## src/rtl/machine_pkg.sv

```systemverilog
// Shared definitions for the machine image processor status/addr/data port protocol.
package machine_pkg;

   localparam logic [1:0] ST_HOLD = 2'b00;
   localparam logic [1:0] ST_PROC = 2'b01;
   localparam logic [1:0] ST_LOAD = 2'b10;
   localparam logic [1:0] ST_READ = 2'b11;

   typedef enum logic [2:0] {IDLE, LOAD, PROC, READ, DONE} state_t;

endpackage

```

## src/rtl/machine_host_ctrl.sv

```systemverilog
// Host-side sequencer: streams an image into machine, runs it, and streams the
// result back out, translating valid/ready handshakes into the status/addr/data protocol.
module machine_host_ctrl
   import machine_pkg::*;
#(
   parameter int IN_PIXELS  = 65536,
   parameter int OUT_PIXELS = 16384,
   parameter int ADDR_W     = 16,
   parameter int READ_LAT   = 2
) (
   input  logic              clk,
   input  logic              rst_n,
   input  logic              start,
   input  logic              in_valid,
   input  logic [7:0]        in_data,
   output logic              in_ready,
   output logic              out_valid,
   output logic [7:0]        out_data,
   input  logic              out_ready,
   output logic [1:0]        status,
   output logic [ADDR_W-1:0] addr,
   output logic [7:0]        data,
   input  logic              end_process,
   input  logic [7:0]        out,
   output logic              busy,
   output logic              done
);

   localparam int LAT_W = (READ_LAT > 1) ? $clog2(READ_LAT) : 1;
   localparam logic [ADDR_W-1:0] IN_LAST  = ADDR_W'(IN_PIXELS - 1);
   localparam logic [ADDR_W-1:0] OUT_LAST = ADDR_W'(OUT_PIXELS - 1);
   localparam logic [LAT_W-1:0]  LAT_LAST = LAT_W'(READ_LAT - 1);

   state_t            state;
   logic [ADDR_W-1:0] cnt;
   logic [LAT_W-1:0]  lat;

   always_ff @(posedge clk or negedge rst_n) begin
      if (!rst_n) begin
         state     <= IDLE;
         cnt       <= '0;
         lat       <= '0;
         status    <= ST_HOLD;
         addr      <= '0;
         data      <= '0;
         in_ready  <= 1'b0;
         out_valid <= 1'b0;
         out_data  <= '0;
         busy      <= 1'b0;
         done      <= 1'b0;
      end else begin
         done <= 1'b0;
         unique case (state)
            IDLE: begin
               if (start) begin
                  state    <= LOAD;
                  cnt      <= '0;
                  in_ready <= 1'b1;
                  busy     <= 1'b1;
               end
            end
            LOAD: begin
               // addr/data only move on an accepted byte, so gaps simply rewrite the held pixel
               if (in_valid && in_ready) begin
                  addr   <= cnt;
                  data   <= in_data;
                  status <= ST_LOAD;
                  cnt    <= cnt + ADDR_W'(1);
                  if (cnt == IN_LAST) begin
                     in_ready <= 1'b0;
                     state    <= PROC;
                  end
               end
            end
            PROC: begin
               status <= ST_PROC;
               if (end_process) begin
                  state  <= READ;
                  status <= ST_READ;
                  addr   <= '0;
                  lat    <= '0;
               end
            end
            READ: begin
               // addr doubles as the output pixel index; lat paces the machine read pipeline
               if (out_valid) begin
                  if (out_ready) begin
                     out_valid <= 1'b0;
                     lat       <= '0;
                     if (addr == OUT_LAST) begin
                        state  <= DONE;
                        done   <= 1'b1;
                        status <= ST_HOLD;
                        addr   <= '0;
                     end else begin
                        addr <= addr + ADDR_W'(1);
                     end
                  end
               end else if (lat == LAT_LAST) begin
                  out_data  <= out;
                  out_valid <= 1'b1;
               end else begin
                  lat <= lat + LAT_W'(1);
               end
            end
            DONE: begin
               busy  <= 1'b0;
               state <= IDLE;
            end
            default: state <= IDLE;
         endcase
      end
   end

endmodule

```

## config.mk

```make
export PLATFORM = sky130hd
export DESIGN_NAME = machine_host_ctrl
export DESIGN_NICKNAME = d
export VERILOG_FILES = /design/src/rtl/machine_pkg.sv /design/src/rtl/machine_host_ctrl.sv
export SDC_FILE = /design/constraint.sdc
export NUM_CORES = 1
export LEC_CHECK = 0
export ABC_AREA = 1
export CAP_MARGIN = 15
export CORE_UTILIZATION = 55
export DETAILED_ROUTE_END_ITERATION = 6
export GPL_TIMING_DRIVEN = 0
export PLACE_DENSITY = 0.85
export SYNTH_ARGS = -nofsm -noshare
export SYNTH_HDL_FRONTEND = slang
export SYNTH_SLANG_ARGS = --single-unit
```

## constraint.sdc

```tcl
create_clock -name clk -period 4.7 [get_ports clk]
set_input_delay 0.94 -clock clk [delete_from_list [all_inputs] [get_ports clk]]
set_output_delay 0.94 -clock clk [all_outputs]
set_load 0.02 [all_outputs]
```

Yosys cells after proc, flatten, opt, wreduce, memory -nomap -nowiden
Cells that the tools add are included.
- $add $sub $neg: 3
- multiply operators: 0
- divide/modulo/power cells: 0
- order comparisons: 0
- equal/unequal tests: 14
- shift-type cells: 0
- mux-type cells: 40
- bitwise logic cells: 1
- reductions and logical operators: 15
- operators with widths (kind ; count):
    16-bit two-way mux ; 7
    16-bit one-hot mux with 3 select lines ; 1
    16-bit by 1-bit adder with 16-bit output (second input constant) ; 2
    16-bit one-hot mux with 2 select lines ; 1
    3-bit two-way mux ; 7
    16-bit by 14-bit == test with 1-bit output (second input constant) ; 1
    16-bit == test (second input constant) ; 1
    1-bit two-way mux ; 14
    2-bit inequality test (second input constant) ; 7
    3-bit one-hot mux with 4 select lines ; 1
    2-bit two-way mux ; 5
    5-bit AND reduction ; 2
    3-bit AND reduction ; 3
    7-bit AND reduction ; 1
    3-bit by 2-bit == test with 1-bit output (second input constant) ; 2
    1-bit one-hot mux with 2 select lines ; 3
    2-bit one-hot mux with 3 select lines ; 1
    2-bit nonzero test ; 3
    2-bit AND reduction ; 2
    4-bit AND reduction ; 1
    3-bit by 1-bit == test with 1-bit output (second input constant) ; 1
    3-bit == test (second input constant) ; 1
    3-bit logical NOT ; 1
    3-bit inequality test (second input constant) ; 1
    other kinds (4) ; 4
- register bits after elaboration: 58
- latch bits: 0
- RAM bits: 0
- bits in read-only memories: 0
- input port bits: 22
- output and inout port bits: 38
- word-level logic and storage cells: 84
- memories kept: 0

Longest topological paths before layout
- depth after elaboration: 5
- mapped depth: 10
- depth with buffers taken out: 9

Worst setup path after synthesis
No wires, ideal clock.
- path kind: input to register
- start: in in_valid
- end: reg addr[1]
- library setup time: 0.123 ns
- arrival time: 1.736 ns
- data required time: 4.577 ns
- slack: 2.841 ns
- stages on the path: 6
- buffers on the path: 1
- cells stage by stage: nand2_1 o21ai_4 nand3_4 buf_4 a21oi_1 a21oi_2
- longest elaborated chain between the ends: 3
- RTL lines (what ; line ; text):
    start: declaration ; machine_host_ctrl.sv:14 ; input logic in_valid,
    1-bit logical AND ; machine_host_ctrl.sv:64 ; if (in_valid && in_ready) begin
    2-bit inequality test (no line) ; - ;
    5-bit AND reduction (no line) ; - ;
    end signal: assignment ; machine_host_ctrl.sv:65 ; addr <= cnt;
    end signal: assignment ; machine_host_ctrl.sv:96 ; addr <= addr + ADDR_W'(1);
    end: declaration ; machine_host_ctrl.sv:21 ; output logic [ADDR_W-1:0] addr,
Every way passes these cells.
A chain may end at the register's enable or synchronous reset.

Final worst setup path
- start: reg addr[11]
- end: out addr[11]
No word-level cell between the ends.

==> results_dict.tcl <==
set metrics [dict create \
    synth_cell_types 41 \
    synth_nets 454 \
    hp-class "reg2reg" \
    rsz0062_at_grt "false" \
    n_antenna_cell 0 \
    swShare_pct 45.71 \
    max_cap_violations 0 \
    start_util_pct 58.35 \
    p_leak_nw 1.880 \
    setup_viol 0 \
    ir_worst_vdd_mv 0.3844 \
    hpwl_um 5970 \
    worst_pin_slew_ns 0.7222 \
    synthFlopType "dfrtp_1" \
    route.detailed.drc 0 \
    post-route-period-util_pct 50.95 \
    critPathRequiredTime_ns 3.76 \
    p_int_mw 1.459 \
    post_cts_buffers 0 \
    cts.sinks 58 \
    post-synth-top-count-cell "nand2_1" \
    arrival_ns 1.45 \
    viasPerCell 5.545 \
    synth_top_cell_area_share_pct 44.09 \
    switchingPower_mw 1.229 \
    grt_pass1_vias 3036 \
    critPathKind "reg2out" \
    portBuffers 59 \
    report.final.slew_viol_count 0 \
    p_comb_share_pct 53.4 \
    fmaxAchievable_ghz 0.4176 \
    dr.pass1.iters 5 \
    io_pins 60 \
    critPathTopFamily "buffers and inverters" \
    cp_slowest_cell "clkdlybuf4s50_1" \
    drive_gt1_share_pct 9.524 \
    numCtsBuffers 9 \
    place_ws_ns 2.188 \
    rows 27 \
    holdWs_ns 0.4792 \
    syn_area_sq_um 3292 \
    clk_pin_slew_ns 0.07 \
    synth_edf_count 0 \
    crit_buf_inv 1 \
    clk_latency_ns 0.34 \
    r2r_slack_ns 2.63 \
    slew_headroom_pct 51.85 \
    hold_viol_final 0 \
    syn_inst 430 \
    vias 3194 \
    synth.area.top_cells "dfrtp_1, nand2_1, nor2_1" \
    syn2layout_area_growth_pct 25.96 \
    htree_levels 3 \
    track_usage_pct 28.62 \
    gr-total-overflow 0 \
    fin_skew_ns 0.01199 \
    yosysWarnings 0 \
    tritoncts "done" \
    yosys.area.top_type "dfrtp_1" \
    crit_chain "clkdlybuf4s50_1" \
    grt_start_max_net_pins 33 \
    cp_max_fo 7 \
    die_w_um 79.37 \
    drt-initial-drc-count 372 \
    cellPowerDensity_nw_per_um2 648.3 \
    holdBufCountCts 0 \
    die_y_um 79.37 \
    grt_pass1_wl_um 13830 \
    cp-start-kind "flip-flop" \
    antenna_found_initial 0 \
    synthArstFlopShare_pct 100.0 \
    cp.depth 1 \
    postLayoutCoreUtil_pct 73.50 \
    dieArea_sq_um 6299 \
    status "complete, no violations" \
    reg2regPathDepth 8 \
    holdPathStages 2 \
    min_period_ns 2.395 \
    core_region_area_sq_um 5642 \
    slowest_delay_ns 0.65 \
    synth_seq_cells 58 \
    cts_root_buf "clkbuf_8" \
    synth_area_per_cell_sq_um 7.656 \
    cts_resized 0 \
    gp_congestion 0.9317 \
    seq_power_share_pct 31.9 \
    p_total_mw 2.688 \
    layout_setup_ws_ns 2.305 \
    drt_wl_total_um 7945 \
    finalSetupTns_ns 0 \
    ant_nets 0 \
    seq_area_frac_synth_pct 44.09 \
    synthTopCellsByCount "nand2_1, dfrtp_1, nor2_1" \
    cts_buffer_depth 2 \
    fin_nets 525 \
    clkPwrFrac_pct 14.7 \
    wl_per_cell_um 13.79 \
    end_kind "primary output" \
]
[worst paths after layout]
path,from,endpoint
setup reg to reg,addr[0],addr[14]
hold / removal,data[5],data[5]
max in group asynchronous,rst_n,cnt[11]
hold reg to reg,data[5],data[5]
min in group asynchronous,rst_n,addr[4]
setup / recovery,addr[11],addr[11]
[state kept, by name (all words and copies together) (netlist names)]
signal and count:
in_ready 1, busy 1, out_valid 1, out_data 8
lat 1, state 3, status 2, data 8
done 1, addr 16, cnt 16
[per-stage QoR]
stage          instances  instance area, sq um
2_1_floorplan        430                  3292
3_3_place_gp         561                  3973
3_5_place_dp         562                  3988
4_1_cts              576                  4146
5_1_grt              576                  4146
6_report             576                  4146
[layer usage]
| metal | up-vias | track usage (%) | routed length (um) |
|---|---|---|---|
| li1 | 1558 | - | - |
| met1 | 1486 | 37.15 | 3500 |
| met2 | 130 | 45.78 | 3693 |
| met3 | 20 | 4.943 | 534 |
| met4 | 0 | 14.73 | 216 |
| met5 | - | 0 | 0 |
[worst min-delay path, stage by stage (launching register included)]
cell	delay, ns
dfrtp_1	0.34
nand2_1	0.06
nand2_1	0.05
[cells by family (layout without fill, tap and decap cells)]
family | after synthesis | in the layout | synth area share, %
buf+inv | 53 | 127 | 6.841
compound gates | 64 | 64 | 11.44
mux | 8 | 8 | 2.737
xor+xnor | 7 | 7 | 1.862
fa+ha+maj | 2 | 2 | 0.7600
simple gates | 238 | 238 | 32.27
flops | 58 | 58 | 44.09
[layout make-up]
| type | instances | area [sq um] |
|---|---|---|
| Inverter | 46 | 177.7 |
| Multi-Input combinational cell | 319 | 1615 |
| Tap cell | 72 | 90.09 |
| Buffer | 7 | 47.55 |
| Sequential cell | 58 | 1451 |
| Clock buffer | 11 | 141.4 |
| Fill cell | 441 | 1495 |
| Clock inverter | 3 | 17.52 |
| Timing Repair Buffer | 60 | 605.6 |
[placed cells by master, fill, tap and decap left out, types with 2 or more instances in the layout]
cell	synthesis	layout
nand2_2	3	3
clkinv_2	0	2
nor2_1	53	53
buf_2	2	3
o22ai_1	2	2
xnor2_1	3	3
o21ai_0	7	7
clkbuf_8	0	10
inv_1	34	34
a31oi_1	2	2
o21ai_1	16	16
nand3_1	29	29
xor2_1	4	4
buf_6	2	2
a21oi_2	8	8
inv_2	7	7
dfrtp_1	58	58
nand4_1	20	20
a21oi_1	24	24
nor2_4	2	2
inv_4	2	2
clkdlybuf4s50_1	0	58
ha_1	2	2
nand2_1	121	121
mux2_1	8	8
clkinv_1	3	3
clkbuf_1	1	2
[power by group through the flow]
| stage | sequential (mW) | clock, mW | combinational, mW |
|---|---|---|---|
| after floorplan | 1.01 | 0 | 0.751 |
| after global placement | 0.850 | 0 | 1.40 |
| after detailed placement | 0.862 | 0 | 1.44 |
| after CTS | 0.854 | 0.398 | 1.44 |
| after global routing | 0.884 | 0.420 | 1.58 |
| final | 0.858 | 0.394 | 1.44 |
Note: power is estimated with default switching activity, not from simulation.
